**src/rtl/bp_me_pkg.sv**
```systemverilog
// Shared types and helpers for the BedRock lite memory command arbiter.
package bp_me_pkg;

   // Arbiter FSM: IDLE arbitrates every cycle, LOCK holds a grant the memory stalled.
   typedef enum logic {
      e_arb_idle = 1'b0,
      e_arb_lock = 1'b1
   } bp_me_arb_state_e;

   // Index width that never collapses to zero bits, so degenerate sizes still elaborate.
   function automatic int unsigned safe_clog2(input int unsigned n);
      return (n <= 1) ? 1 : $clog2(n);
   endfunction

endpackage

```
**src/rtl/bp_me_arb_order_fifo.sv**
```systemverilog
// Order FIFO of granted requester IDs. One push and one pop per cycle; the head
// entry is the owner of the oldest outstanding memory command.
module bp_me_arb_order_fifo
   import bp_me_pkg::*;
#(
   parameter  int unsigned depth_p  = 8,
   parameter  int unsigned width_p  = 1,
   localparam int unsigned ptr_w_lp = safe_clog2(depth_p),
   localparam int unsigned cnt_w_lp = $clog2(depth_p + 1)
) (
   input  logic                clk_i,
   input  logic                reset_n_i,
   input  logic                push_i,
   input  logic [width_p-1:0]  data_i,
   input  logic                pop_i,
   output logic [width_p-1:0]  data_o,
   output logic                full_o,
   output logic                empty_o,
   output logic [cnt_w_lp-1:0] count_o
);

   logic [width_p-1:0]  mem_q [depth_p];
   logic [width_p-1:0]  mem_d [depth_p];
   logic [ptr_w_lp-1:0] wptr_q, wptr_d;
   logic [ptr_w_lp-1:0] rptr_q, rptr_d;
   logic [cnt_w_lp-1:0] count_q, count_d;
   logic                push_ok, pop_ok;

   // Pointers advance one slot and wrap after the last entry.
   function automatic logic [ptr_w_lp-1:0] ptr_inc(input logic [ptr_w_lp-1:0] p);
      return (p == ptr_w_lp'(depth_p - 1)) ? '0 : p + 1'b1;
   endfunction

   assign full_o  = (count_q == cnt_w_lp'(depth_p));
   assign empty_o = (count_q == '0);
   assign count_o = count_q;
   assign data_o  = mem_q[rptr_q];

   // Pushes into a full FIFO and pops from an empty one are dropped.
   assign push_ok = push_i & ~full_o;
   assign pop_ok  = pop_i & ~empty_o;

   // Next-state for storage, pointers and occupancy.
   always_comb begin
      mem_d   = mem_q;
      wptr_d  = wptr_q;
      rptr_d  = rptr_q;
      count_d = count_q;
      if (push_ok) begin
         mem_d[wptr_q] = data_i;
         wptr_d        = ptr_inc(wptr_q);
      end
      if (pop_ok) begin
         rptr_d = ptr_inc(rptr_q);
      end
      if (push_ok && !pop_ok) begin
         count_d = count_q + cnt_w_lp'(1);
      end else if (!push_ok && pop_ok) begin
         count_d = count_q - cnt_w_lp'(1);
      end
   end

   // State registers, cleared asynchronously.
   always_ff @(posedge clk_i or negedge reset_n_i) begin
      if (!reset_n_i) begin
         for (int i = 0; i < int'(depth_p); i++) begin
            mem_q[i] <= '0;
         end
         wptr_q  <= '0;
         rptr_q  <= '0;
         count_q <= '0;
      end else begin
         mem_q   <= mem_d;
         wptr_q  <= wptr_d;
         rptr_q  <= rptr_d;
         count_q <= count_d;
      end
   end

   a_no_push_full: assert property (@(posedge clk_i) disable iff (!reset_n_i)
      !(push_i && full_o));
   a_no_pop_empty: assert property (@(posedge clk_i) disable iff (!reset_n_i)
      !(pop_i && empty_o));

endmodule

```
**src/rtl/bp_me_mem_cmd_arbiter.sv**
```systemverilog
// Shares one BedRock lite memory port between num_req_p command sources.
// Commands are arbitrated round-robin; granted IDs are queued so the in-order
// memory responses are steered back to the requester that issued them.
//
// Handshakes: every *_v / *_ready pair transfers on the cycle both are 1, and a
// source holding valid must keep it until the transfer. Response channels use
// valid/yumi: yumi is a same-cycle consume and may only be raised with valid.
module bp_me_mem_cmd_arbiter
   import bp_me_pkg::*;
#(
   parameter  int unsigned msg_width_p       = 1,
   parameter  int unsigned num_req_p         = 2,
   parameter  int unsigned max_outstanding_p = 8,
   localparam int unsigned id_w_lp           = safe_clog2(num_req_p),
   localparam int unsigned cnt_w_lp          = $clog2(max_outstanding_p + 1)
) (
   input  logic                             clk_i,
   input  logic                             reset_n_i,
   input  logic [num_req_p*msg_width_p-1:0] req_cmd_i,
   input  logic [num_req_p-1:0]             req_cmd_v_i,
   output logic [num_req_p-1:0]             req_cmd_ready_o,
   output logic [msg_width_p-1:0]           req_resp_o,
   output logic [num_req_p-1:0]             req_resp_v_o,
   input  logic [num_req_p-1:0]             req_resp_yumi_i,
   output logic [msg_width_p-1:0]           mem_cmd_o,
   output logic                             mem_cmd_v_o,
   input  logic                             mem_cmd_ready_i,
   input  logic [msg_width_p-1:0]           mem_resp_i,
   input  logic                             mem_resp_v_i,
   output logic                             mem_resp_yumi_o,
   output bp_me_arb_state_e                 arb_state_o
);

   bp_me_arb_state_e    state_q, state_d;
   logic [id_w_lp-1:0]  lock_id_q, lock_id_d;
   logic [id_w_lp-1:0]  rr_q, rr_d;

   logic                pick_v;
   logic [id_w_lp-1:0]  pick_id;
   logic                grant_v;
   logic [id_w_lp-1:0]  grant_id;
   logic                xfer;

   logic                fifo_full, fifo_empty;
   logic [id_w_lp-1:0]  head_id;
   logic [cnt_w_lp-1:0] fifo_count;
   logic                resp_v;

   // Requester IDs wrap at num_req_p-1, which need not be a power of two.
   function automatic logic [id_w_lp-1:0] id_inc(input logic [id_w_lp-1:0] id);
      return (id == id_w_lp'(num_req_p - 1)) ? '0 : id + 1'b1;
   endfunction

   // Round-robin pick: first valid requester at or after the rr pointer.
   always_comb begin
      logic [id_w_lp-1:0] cand;
      pick_v  = 1'b0;
      pick_id = '0;
      cand    = rr_q;
      for (int i = 0; i < int'(num_req_p); i++) begin
         if (!pick_v && req_cmd_v_i[cand]) begin
            pick_v  = 1'b1;
            pick_id = cand;
         end
         cand = id_inc(cand);
      end
   end

   // Arbiter FSM: grant selection, lock on memory stall, rr pointer update.
   always_comb begin
      state_d   = state_q;
      lock_id_d = lock_id_q;
      rr_d      = rr_q;
      grant_v   = 1'b0;
      grant_id  = '0;
      case (state_q)
         e_arb_idle: begin
            // A full order FIFO blocks new grants, so LOCK is never entered while full.
            if (pick_v && !fifo_full) begin
               grant_v  = 1'b1;
               grant_id = pick_id;
               if (!mem_cmd_ready_i) begin
                  state_d   = e_arb_lock;
                  lock_id_d = pick_id;
               end
            end
         end
         e_arb_lock: begin
            // The stalled grant stays selected until memory accepts it.
            grant_v  = 1'b1;
            grant_id = lock_id_q;
            if (mem_cmd_ready_i) begin
               state_d = e_arb_idle;
            end
         end
         default: state_d = e_arb_idle;
      endcase
      // Outputs are forced quiet for as long as reset is held.
      grant_v = grant_v & reset_n_i;
      xfer    = grant_v & mem_cmd_ready_i;
      if (xfer) begin
         rr_d = id_inc(grant_id);
      end
   end

   // Command path: granted message straight through, ready only on the transfer.
   always_comb begin
      mem_cmd_v_o     = grant_v;
      mem_cmd_o       = grant_v ? req_cmd_i[grant_id*msg_width_p +: msg_width_p] : '0;
      req_cmd_ready_o = '0;
      for (int r = 0; r < int'(num_req_p); r++) begin
         req_cmd_ready_o[r] = xfer && (grant_id == id_w_lp'(r));
      end
   end

   // Response path: steer the memory response to the FIFO head owner.
   always_comb begin
      resp_v          = mem_resp_v_i & ~fifo_empty & reset_n_i;
      req_resp_o      = reset_n_i ? mem_resp_i : '0;
      req_resp_v_o    = '0;
      for (int r = 0; r < int'(num_req_p); r++) begin
         req_resp_v_o[r] = resp_v && (head_id == id_w_lp'(r));
      end
      mem_resp_yumi_o = resp_v & req_resp_yumi_i[head_id];
   end

   // FSM, lock and round-robin registers.
   always_ff @(posedge clk_i or negedge reset_n_i) begin
      if (!reset_n_i) begin
         state_q   <= e_arb_idle;
         lock_id_q <= '0;
         rr_q      <= '0;
      end else begin
         state_q   <= state_d;
         lock_id_q <= lock_id_d;
         rr_q      <= rr_d;
      end
   end

   assign arb_state_o = state_q;

   bp_me_arb_order_fifo #(
      .depth_p (max_outstanding_p),
      .width_p (id_w_lp)
   ) order_fifo (
      .clk_i     (clk_i),
      .reset_n_i (reset_n_i),
      .push_i    (xfer),
      .data_i    (grant_id),
      .pop_i     (mem_resp_yumi_o),
      .data_o    (head_id),
      .full_o    (fifo_full),
      .empty_o   (fifo_empty),
      .count_o   (fifo_count)
   );

   a_lock_hold: assert property (@(posedge clk_i) disable iff (!reset_n_i)
      (state_q == e_arb_lock) |-> req_cmd_v_i[lock_id_q]);
   a_lock_not_full: assert property (@(posedge clk_i) disable iff (!reset_n_i)
      (state_q == e_arb_lock) |-> !fifo_full);
   a_count_bound: assert property (@(posedge clk_i) disable iff (!reset_n_i)
      fifo_count <= cnt_w_lp'(max_outstanding_p));
   a_yumi_match: assert property (@(posedge clk_i) disable iff (!reset_n_i)
      (req_resp_yumi_i & ~req_resp_v_o) == '0)
      else $warning("req_resp_yumi_i raised without matching req_resp_v_o");
   a_resp_not_empty: assert property (@(posedge clk_i) disable iff (!reset_n_i)
      !(mem_resp_v_i && fifo_empty))
      else $warning("mem_resp_v_i with no outstanding command");

endmodule

```
**config.mk**
```make
export PLATFORM = sky130hd
export DESIGN_NAME = bp_me_mem_cmd_arbiter
export DESIGN_NICKNAME = d
export VERILOG_FILES = /design/src/rtl/bp_me_pkg.sv /design/src/rtl/bp_me_arb_order_fifo.sv /design/src/rtl/bp_me_mem_cmd_arbiter.sv
export SDC_FILE = /design/constraint.sdc
export NUM_CORES = 1
export LEC_CHECK = 0
export BUFFER_PORTS_ARGS = -buffer_cell sky130_fd_sc_hd__buf_2
export CAP_MARGIN = 0
export CORE_ASPECT_RATIO = 1.2
export CORE_MARGIN = 2
export CORE_UTILIZATION = 24
export DETAILED_ROUTE_END_ITERATION = 8
export SETUP_SLACK_MARGIN = 0.2
export SLEW_MARGIN = 10
export SYNTH_ARGS = -nofsm -noshare
export SYNTH_HDL_FRONTEND = slang
export SYNTH_SLANG_ARGS = --single-unit
```
**constraint.sdc**
```tcl
create_clock -name clk_i -period 3.06 [get_ports clk_i]
set_clock_uncertainty 0.2 [all_clocks]
set_input_delay 0.153 -clock clk_i [delete_from_list [all_inputs] [get_ports clk_i]]
set_output_delay 0.153 -clock clk_i [all_outputs]
set_load 0.01 [all_outputs]
```
==> results.cfg <==
[outcome]
status = finished, final reports clean

[setup_path]
crit_chain = mux4_2 -> mux2i_4 -> mux2i_2 -> or2_4 -> ha_4 -> inv_4 -> ha_4 -> a21o_1 -> a21oi_2 -> xnor2_1 -> nor2_1 -> xor2_1
crit_slowest_cell = mux4_2
path_delay_family = multiplexers
critical_path.startpoint = order_fifo.rptr_q[0]
cp_max_fo = 3
slowest_delay_ps = 530
cp-start-kind = register
r2r_start = order_fifo.rptr_q[0]
crit_path_end_kind = register
cpMostUsedCell = ha_4
crit_required_ps = 3020
critPathKind = register to register
crit_buf_inv = 1
crit_arrival_ps = 2820

[pwr]
ir_worst_vdd_v = 0.0002285
p_leak_nw = 0.6981
fin_total_pwr_mw = 1.371
power_density_nw_per_um2 = 885.8

[global_routing]
antenna_found_initial = 0
grt_max_degree = 24
grt_pass1_wl_um = 4388
first_global_vias = 956
grt-ovfl-total = 0
grt_use_total_pct = 9.869

[final_layout]
areaGrowthSynthToFinish_pct = 25.71
stdcell_area_sq_um = 1548
layout.nets = 158
fin_cells = 198
drive_gt1_share_pct = 39.13
n_antenna_cell = 0

[detailed_routing]
drt-initial-drc-count = 59
wirelength_um = 2492
drt-pass1-iter-count = 4
detailroute.via_count = 921
drc = 0
wl_per_cell_um = 12.59
final_antenna_net_count = 0
viasPerCell = 4.652

[logic_synthesis]
synth_edf_count = 0
synth_seq_cells = 21
async_reset_ff_share_pct = 100.0
synthTopCellsByCount = dfrtp_1, mux2_2, nor2_1
ys_seq_area_share_pct = 42.68
yosys.area.top_type = dfrtp_1
syn-num-nets = 127
synth-main-ff-cell = dfrtp_1
yosysTopAreaCellShare_pct = 42.68
ys_types = 35
post-synth-top-count-cell = dfrtp_1
syn-cell-area_sq_um = 1231
yosysWarnings = 0
syn_inst = 108
avgSynthCellArea_sq_um = 11.40
yosys-top-cells-area = dfrtp_1, mux2_2, ha_1

[cts]
path_clk_slew_ps = 80
htree_levels = 1
cts_tree = built
clock-sinks = 21
clock_latency_ps = 270
clock_path_buffers = 2
numCtsBuffers = 3
cts-root-buf = clkbuf_8

[flow_run]
max_cap_viol_count = 0

[die]
ios = 20
start_util_pct = 24.92
dieArea_sq_um = 5721
die_x_um = 69.38
core-area_sq_um = 4940
row_count = 28
die_h_um = 82.46

[min_path]
worstHoldStart = req_resp_yumi_i[0]
worstHoldPathType = primary input to register

[placement]
io_buffers = 19
placed_area_sq_um = 1436
place_congestion = 0.7602
dp_cells = 188

[timing]
worst_pin_slew_ps = 529.5
drv_slew = 0
fin_tns_setup_ps = 0
setup_violations = 0
slew-limit-headroom_pct = 64.26
period_share_pct = 93.42
grt_setup_unrepaired = yes
max_clock_freq_ghz = 0.3498
finalCriticalPeriod_ps = 2859
hold_viol_final = 0
==> metrics by stage <==
stage                     hold slack (ps)  utilization [%]  setup WS, ps
after global placement              11.07            29.08         140.7
after floorplan                    -342.6                -         161.5
final                               78.86            31.33         201.3
after CTS                           79.02            31.21         158.6
after global routing                130.3            31.33         38.31
after detailed placement            15.56            29.08         73.09
==> worst reg2reg max path: cells and delay by family, from the launching register on <==
family,cells,cell delay (ps)
fa+ha+maj,2,340
xor+xnor,2,250
compound gates,2,280
mux,3,990
simple gates,2,240
buf+inv,1,50
flops,1,400
==> cell families (layout without fill, tap and decap cells) <==
family | Yosys count | count (layout) | share of synthesized area, %
AND/OR/NAND/NOR | 39 | 39 | 17.18
flip-flops | 21 | 21 | 42.68
multiplexers | 19 | 19 | 21.04
AO/OA/AOI/OAI | 11 | 11 | 5.081
adder cells (fa/ha/maj) | 8 | 8 | 8.740
buffers and inverters | 6 | 36 | 2.438
XOR/XNOR | 4 | 4 | 2.846
==> repair_timing <==
item,in CTS,in global routing
endpoints found under the setup margin,2,3
hold endpoints to repair,23,0
hold buffers,4,0
pin swaps,1,0
resized for setup,1,2
setup buffers,2,0
==> per-layer routing <==
layer  up-vias  track usage, %  wire [um]
met3         7           1.456         78
met2        20           16.54       1202
met1       449           11.67       1119
met4         0           7.255         92
met5         -               0          0
li1        445               -          -
==> cell usage in the layout (no fill, tap or decap), types with 3 or more instances in the layout <==
cell type / Yosys / routed
nor2_1: 9 / 9
ha_1: 7 / 5
nor3_1: 3 / 3
dlygate4sd3_1: 0 / 4
clkbuf_8: 0 / 3
nor3b_1: 4 / 4
nand2_1: 7 / 7
nor2b_1: 3 / 3
dfrtp_1: 21 / 20
buf_2: 0 / 19
xnor2_1: 3 / 3
mux2_2: 11 / 11
o21ai_0: 5 / 5
buf_4: 0 / 6
==> state kept, by name (all words and copies together), names as in the netlist <==
signal              count
order_fifo.mem_q        8
order_fifo.count_o      4
order_fifo.rptr_q       3
order_fifo.wptr_q       3
arb_state_o             1
lock_id_q               1
rr_q                    1
==> area by class of cell <==
class | count | area, sq um
well taps | 60 | 75.07
flip-flops and latches | 21 | 526.8
clock inverters | 1 | 7.507
repair buffers | 29 | 180.2
inverters | 3 | 13.76
multi-input cells | 81 | 703.2
fillers | 515 | 3392
clock buffers | 3 | 41.29
==> worst paths after layout <==
kind                                               to  slack (ps)  cells after the start
worst max-delay path            order_fifo.count_o[3]         200                     12
worst min-delay path             order_fifo.rptr_q[1]          80                      4
worst max register to register  order_fifo.count_o[3]         200                     12
worst min register to register  order_fifo.count_o[3]         310                      1
max in group asynchronous        order_fifo.rptr_q[0]        2170                      3
min in group asynchronous                 arb_state_o         250                      3
==> where the power goes <==
| group | internal, mW | switching, mW | total, mW |
|---|---|---|---|
| Clock | 0.0922 | 0.101 | 0.193 |
| Sequential | 0.406 | 0.150 | 0.556 |
| Combinational | 0.373 | 0.249 | 0.622 |
| Total | 0.871 | 0.500 | 1.37 |
(Power assumes the default switching activity.)
